**src/rtl/shift_pipe_norm.sv**
```systemverilog
// Pipelined barrel shifter for the FP add/sub datapath.
// Modes: 00 LSL, 01 LSR (sticky), 10 ASR (sticky), 11 NORM (shift left by leading-zero count).
// Every mode is executed as a right shift: left-shifting modes bit-reverse the operand on entry
// and reverse the result again before the last bank, so one level structure serves all modes.
// Levels are ordered saturate, 2^(L-1), ..., 1 and split evenly across NSTG banks, with the
// remainder going to the earlier banks. A single global enable stalls all banks together.
module shift_pipe_norm #(
  parameter int unsigned WIDTH = 24,
  parameter int unsigned SHW   = 8,
  parameter int unsigned NSTG  = 2,
  parameter int unsigned TAGW  = 4
) (
  input  logic             clk,
  input  logic             rst,
  input  logic             in_valid,
  output logic             in_ready,
  input  logic [WIDTH-1:0] in_data,
  input  logic [SHW-1:0]   in_shamt,
  input  logic [1:0]       in_mode,
  input  logic [TAGW-1:0]  in_tag,
  output logic             out_valid,
  input  logic             out_ready,
  output logic [WIDTH-1:0] out_data,
  output logic             out_sticky,
  output logic [SHW-1:0]   out_shamt,
  output logic             out_zero,
  output logic [TAGW-1:0]  out_tag
);

  // Number of power-of-two shift levels; the extra level is saturation.
  localparam int unsigned L    = $clog2(WIDTH);
  localparam int unsigned NLVL = L + 1;
  localparam int unsigned BASE = NLVL / NSTG;
  localparam int unsigned REM  = NLVL % NSTG;

  localparam logic [1:0] ModeLsl  = 2'b00;
  localparam logic [1:0] ModeLsr  = 2'b01;
  localparam logic [1:0] ModeAsr  = 2'b10;
  localparam logic [1:0] ModeNorm = 2'b11;

  // Per-bank pipeline contents.
  // amt   : shift still to be applied (cleared once saturation has been applied)
  // shamt : value reported on out_shamt
  // rev   : operand is bit-reversed (left-shifting modes)
  // fill  : bit shifted in from the top of the (possibly reversed) word
  // stk_en: sticky is reported for this mode
  typedef struct packed {
    logic             vld;
    logic [WIDTH-1:0] data;
    logic             sticky;
    logic [SHW-1:0]   amt;
    logic [SHW-1:0]   shamt;
    logic             zero;
    logic [TAGW-1:0]  tag;
    logic             rev;
    logic             fill;
    logic             stk_en;
  } stage_t;

  stage_t pre;
  stage_t stg_d [NSTG];
  stage_t stg_q [NSTG];
  logic   adv;

  // First level index handled by bank b; earlier banks absorb the remainder.
  function automatic int unsigned first_lvl(int unsigned b);
    return b * BASE + ((b < REM) ? b : REM);
  endfunction

  function automatic logic [WIDTH-1:0] bit_rev(logic [WIDTH-1:0] x);
    logic [WIDTH-1:0] r;
    r = '0;
    for (int i = 0; i < int'(WIDTH); i++) begin
      r[i] = x[int'(WIDTH) - 1 - i];
    end
    return r;
  endfunction

  // Leading-zero count; the highest set bit wins because it is visited last.
  function automatic logic [SHW-1:0] lzc(logic [WIDTH-1:0] x);
    logic [SHW-1:0] n;
    n = SHW'(WIDTH);
    for (int i = 0; i < int'(WIDTH); i++) begin
      if (x[i]) begin
        n = SHW'(int'(WIDTH) - 1 - i);
      end
    end
    return n;
  endfunction

  // One shift level. Level 0 saturates (amount >= WIDTH); level k shifts by 2^(L-k).
  function automatic stage_t apply_lvl(stage_t s, int unsigned lv);
    stage_t             r;
    logic [2*WIDTH-1:0] ext;
    logic [SHW-1:0]     amt_sh;
    logic [WIDTH-1:0]   mask;
    int unsigned        pos;
    int unsigned        sh;
    r = s;
    if (lv == 0) begin
      if (s.amt >= SHW'(WIDTH)) begin
        r.sticky = s.sticky | (|s.data);
        r.data   = {WIDTH{s.fill}};
        r.amt    = '0;
      end
    end else begin
      pos    = L - lv;
      sh     = 32'd1 << pos;
      amt_sh = s.amt >> pos;
      if (amt_sh[0]) begin
        ext      = {{WIDTH{s.fill}}, s.data};
        mask     = ~({WIDTH{1'b1}} << sh);
        r.sticky = s.sticky | (|(s.data & mask));
        r.data   = WIDTH'(ext >> sh);
      end
    end
    return r;
  endfunction

  // All levels owned by bank b; the last bank also undoes the reversal and masks sticky.
  function automatic stage_t run_bank(stage_t s, int unsigned b);
    stage_t r;
    r = s;
    for (int unsigned lv = 0; lv < NLVL; lv++) begin
      if (lv >= first_lvl(b) && lv < first_lvl(b + 1)) begin
        r = apply_lvl(r, lv);
      end
    end
    if (b == NSTG - 1) begin
      if (r.rev) begin
        r.data = bit_rev(r.data);
      end
      r.sticky = r.sticky & r.stk_en;
    end
    return r;
  endfunction

  // Decode the incoming beat into the common right-shift form, including the NORM count.
  always_comb begin
    pre       = '0;
    pre.vld   = in_valid;
    pre.tag   = in_tag;
    pre.zero  = ~|in_data;
    pre.amt   = in_shamt;
    pre.shamt = in_shamt;
    case (in_mode)
      ModeLsl: begin
        pre.data   = bit_rev(in_data);
        pre.rev    = 1'b1;
        pre.fill   = 1'b0;
        pre.stk_en = 1'b0;
      end
      ModeLsr: begin
        pre.data   = in_data;
        pre.rev    = 1'b0;
        pre.fill   = 1'b0;
        pre.stk_en = 1'b1;
      end
      ModeAsr: begin
        pre.data   = in_data;
        pre.rev    = 1'b0;
        pre.fill   = in_data[WIDTH-1];
        pre.stk_en = 1'b1;
      end
      ModeNorm: begin
        pre.data   = bit_rev(in_data);
        pre.rev    = 1'b1;
        pre.fill   = 1'b0;
        pre.stk_en = 1'b0;
        pre.amt    = lzc(in_data);
        pre.shamt  = lzc(in_data);
      end
      default: begin
        pre.data = in_data;
      end
    endcase
  end

  // Next-state for every bank: bank 0 from the decoded input, bank b from bank b-1.
  always_comb begin
    stg_d    = '{default: '0};
    stg_d[0] = run_bank(pre, 0);
    for (int unsigned b = 1; b < NSTG; b++) begin
      stg_d[b] = run_bank(stg_q[b-1], b);
    end
  end

  // Global enable: the whole pipe moves unless the output is held by the consumer.
  assign adv      = !out_valid || out_ready;
  assign in_ready = adv;

  // Pipeline banks; reset discards in-flight beats and zeroes the visible outputs.
  always_ff @(posedge clk) begin
    if (rst) begin
      for (int unsigned b = 0; b < NSTG; b++) begin
        stg_q[b] <= '0;
      end
    end else if (adv) begin
      for (int unsigned b = 0; b < NSTG; b++) begin
        stg_q[b] <= stg_d[b];
      end
    end
  end

  assign out_valid  = stg_q[NSTG-1].vld;
  assign out_data   = stg_q[NSTG-1].data;
  assign out_sticky = stg_q[NSTG-1].sticky;
  assign out_shamt  = stg_q[NSTG-1].shamt;
  assign out_zero   = stg_q[NSTG-1].zero;
  assign out_tag    = stg_q[NSTG-1].tag;

endmodule

```
**config.mk**
```make
export PLATFORM = sky130hd
export DESIGN_NAME = shift_pipe_norm
export DESIGN_NICKNAME = d
export VERILOG_FILES = /design/src/rtl/shift_pipe_norm.sv
export SDC_FILE = /design/constraint.sdc
export NUM_CORES = 1
export LEC_CHECK = 0
export ABC_AREA = 1
export BUFFER_PORTS_ARGS = -buffer_cell sky130_fd_sc_hd__buf_2
export CORE_MARGIN = 5
export CORE_UTILIZATION = 50
export CTS_BUF_LIST = sky130_fd_sc_hd__clkbuf_4
export DETAILED_ROUTE_END_ITERATION = 10
export GPL_TIMING_DRIVEN = 0
export PLACE_DENSITY = 0.71
export SLEW_MARGIN = 10
export SYNTH_ARGS = -nofsm -noshare
export SYNTH_HDL_FRONTEND = slang
export SYNTH_SLANG_ARGS = --single-unit
```
**constraint.sdc**
```tcl
create_clock -name clk -period 4.7 [get_ports clk]
set_input_delay 0.94 -clock clk [delete_from_list [all_inputs] [get_ports clk]]
set_output_delay 0.94 -clock clk [all_outputs]
set_load 0.01 [all_outputs]
```
-- Yosys cells after proc, flatten, opt, wreduce, memory -nomap -nowiden
Memory sizes are Yosys's and may differ from the RTL's.
Cells that the tools add are included.
- $lt $le $gt $ge: 1
- eq/ne operators: 3
- muxes and demuxes: 41
- bitwise gates (word level): 8
- reduce and logical (&&, ||, !) cells: 12
- operators with widths (operator ; number):
    2-to-1 mux 8 bit ; 23
    2-to-1 mux 25 bit ; 5
    2-to-1 mux 50 bit ; 2
    case mux 24 bit (2 select lines) ; 1
    OR reduction 24 bit ; 2
    2-to-1 mux 33 bit ; 1
    2-to-1 mux 24 bit ; 1
    2-to-1 mux 16 bit ; 1
    OR reduction 16 bit ; 1
    case mux 3 bit (3 select lines) ; 1
    >= comparator 8 x 5 -> 1 bit, second input constant ; 1
    OR reduction 8 bit ; 1
    bitwise OR 1 bit ; 7
    OR reduction 2 bit ; 3
    2-to-1 mux 1 bit ; 5
    equality test 2 bit, second input constant ; 2
    2-to-1 mux 4 bit ; 1
    OR reduction 4 bit ; 1
    equality test 2 x 1 -> 1 bit, second input constant ; 1
    zero test 1 bit ; 2
    zero test 2 bit ; 1
    AND 1 bit ; 1
    logical OR 1 bit ; 1
- register bits after elaboration: 0
- bits in writable memories: 100
- output and inout bits: 40
- memories kept: 1
- memory list (memory ; words ; width ; read ports ; clocked after Yosys merged registers in ; write ports ; RTL line ; RTL):
    stg_q ; 2 ; 50 ; 2 ; 0 ; 2 ; 62 ; stage_t stg_q [NSTG];

-- Longest topological paths before layout
- depth in word-level cells: 34
- mapped depth: 27
- mapped depth without buffers: 27

-- Least setup slack after synthesis
Ideal clock, no wire load.
- path kind: input port to flip-flop
- start point: input port out_ready
- end point: memory stg_q[0][0] in the netlist's numbering, enable pin
- arrival time: 2876 ps
- required time: 3666 ps
- setup slack: 790 ps
- cell stages on the path: 2
- buffers on the path: 0
- cell sequence: inv_1 nand3_1
- RTL lines (element ; RTL line ; RTL):
    start: declaration ; 22 ; input logic out_ready,
    end: declaration ; 62 ;

==> metrics <==
Detailed Route WL 14.74 mm; Buffers on Ports 81; Total GRT Usage 22.47%; count of cell types in the netlist 39; Achievable Freq 327.1 MHz; setup bufs post-CTS 0; Initial Utilization 50.47%; fin crit share 65.05%; Clock Sinks 84; Biggest register stg_q; die width 116.7 um; Arr. time, crit path 3.24 ns; RD Place Congestion 0.9229; Max Clock Skew 0.02827 ns; combinational fraction of design power 27.3%; Power Internal 1.261 mW; Leak 3.086 nW; crit end category flop; synth warn 0; Async SR Flop Fraction 0%; Synth area leader edfxtp_1; io pins 82; final setup vio count 0; CTS tree done; nets 892; Worst slew margin 62.00%; #FFs+latches synth 84; Post-Place Worst Slack 1.204 ns; unrepaired setup endpoints after global routing no; power per cell area 286.7 nW/um2; clk buf depth 2; Synth top area share 44.34%; Post-Route Utilization 57.20%; routed len/inst 14.78 um; initial antenna violation count 1; post_cts resized 0; Reg power frac 50.2%; fraction of layout cells with a size suffix above 1 20.05%; Post-Syn Area 5689 um2; Commonest cells post-synth nand2_1 (203), nor2_1 (100), o21ai_0 (99); DRC viols 0; global-route wire length before repair 23.92 mm; Final HPWL DP 12.09 mm; switching power total 588.0 uW; vias in the first global route 5185; P&R area growth vs syn 13.33%; synth top area cells edfxtp_1 (44%), nand2_1 (13%), o21ai_0 (8.7%), nor2_1 (6.6%), buf_4 (4.9%); final hold vios 0; Period minus WS final 3.058 ns; Syn Nets 799; MaxCap Viol Count 0; Clk Latency, worst-skew pair 0.44 ns; pin count of the biggest net entering global routing 51; Die Height 116.7 um; CTS Hold Bufs 0; Data required, critical path 4.88 ns; DR pass1 iterations 5; clock network fraction of design power 22.5%; Mean Syn Cell Area 7.535 um2; number of synthesized flops with an enable pin 84; status completed; Syn Inst Count 755; setup ws final 1.643 ns; Top cell by count, worst path nor2_1; H-tree Lvls 3; Slew @ Worst Pin 0.5699 ns; Largest regs stg_q (84); count leader, synth nand2_1; total gr overflow 0; switching part of the total power 31.81%; Initial DRC Count 308; fin. max-slew vios 0; CP cell instances buf_2, nor2_1, nand2_1, nor2_1, nand3_2, o21ai_4, nand3_2, nand2_4, inv_4, o211ai_1, nand2_1, o21ai_0, nand2_1, nor2_1, a21oi_1, nor2_1, nor2_1; Crit Path Max Fanout 7; Clock transition at path regs 0.14 ns; vias per cell 5.222; die area 13610 um2; Seq/Total Area, Yosys 44.34%; slowest stage cell, crit path o21ai_0; DR vias 5206; Max IR drop VDD 145.6 uV; Core ar. 11270 um2; Hold Path Class reg -> reg; Root Buffer clkbuf_4; Num CTS Buffers 9; prevailing post-synth register cell edfxtp_1; antenna viol nets, final 0; Max stage delay on crit path 0.40 ns; Crit Path Category in -> reg; crit path launch type input pin; Rows 39; Largest register FFs 84
-- kinds of logic after synthesis --
family / synth area share [%]
flops: 44.34
mux: 0.7038
fa+ha+maj: 0.4398
compound gates: 16.36
simple gates: 25.25
buf+inv: 12.91
-- critical path, delay by kind of cell --
kind / cells / cell delay (ns)
AOI/OAI and AO/OA: 4 / 0.67
buffers and inverters: 2 / 0.20
and+or+nand+nor: 11 / 1.44
-- area by class of cell --
cell class	count	area, um2
Antenna cell	1	2.502
Clock inverter	6	63.81
Inverter	76	287.8
Clock buffer	10	75.07
Timing Repair Buffer	82	425.4
Fill cell	1094	4825
Tap cell	143	178.9
Multi-Input combinational cell	520	2445
Sequential cell	84	2522
Buffer	75	446.7
-- per-stage QoR --
step	power [mW]	instances	setup TNS, ns	cell area (um2)	hold slack, ns
after floorplan	1.284	755	0	5689	0.5087
after global placement	1.437	979	-7.929	6274	0.5264
after detailed placement	1.446	980	0	6306	0.5304
after CTS	1.855	996	0	6445	0.5663
after global routing	1.958	997	0	6447	0.5928
final	1.849	997	0	6447	0.5660
-- placed cells by master, fill, tap and decap left out, types with 6 or more instances in the layout --
cell type,instances
nand3_1,23
nand2_1,203
clkbuf_1,27
clkbuf_4,10
buf_2,84
inv_2,6
nor2_1,100
o21ai_0,99
inv_1,69
a21oi_1,40
o211ai_1,8
edfxtp_1,84
buf_4,37
-- final timing paths --
| kind | from | to | slack, ns | cells past startpoint |
|---|---|---|---|---|
| max | in_data[11] | stg_q[0][24]$_SDFFCE_PN0P_ | 1.64 | 17 |
| min | stg_q[0][49]$_SDFFCE_PN0P_ | stg_q[0][99]$_SDFFCE_PN0P_ | 0.57 | 2 |
| max reg2reg | stg_q[0][18]$_SDFFCE_PP0P_ | stg_q[0][94]$_SDFFCE_PN0P_ | 2.42 | 7 |
| min reg2reg | stg_q[0][49]$_SDFFCE_PN0P_ | stg_q[0][99]$_SDFFCE_PN0P_ | 0.57 | 2 |
-- power groups by stage --
stage	Clock (mW)	Combinational (mW)	Sequential, mW
floorplan	0	0.344	0.940
global placement	0	0.491	0.947
detailed placement	0	0.499	0.947
CTS	0.425	0.501	0.929
global route	0.459	0.562	0.937
finish	0.415	0.505	0.929
-- per-layer routing --
metal	track usage, %	vias up	share of wire (%)
met4	14.91	0	5.9
met1	25.07	2311	40
met3	2.642	65	4.8
met2	40.16	188	49
li1	-	2642	-
met5	0	-	0
(Power assumes the default switching activity.)
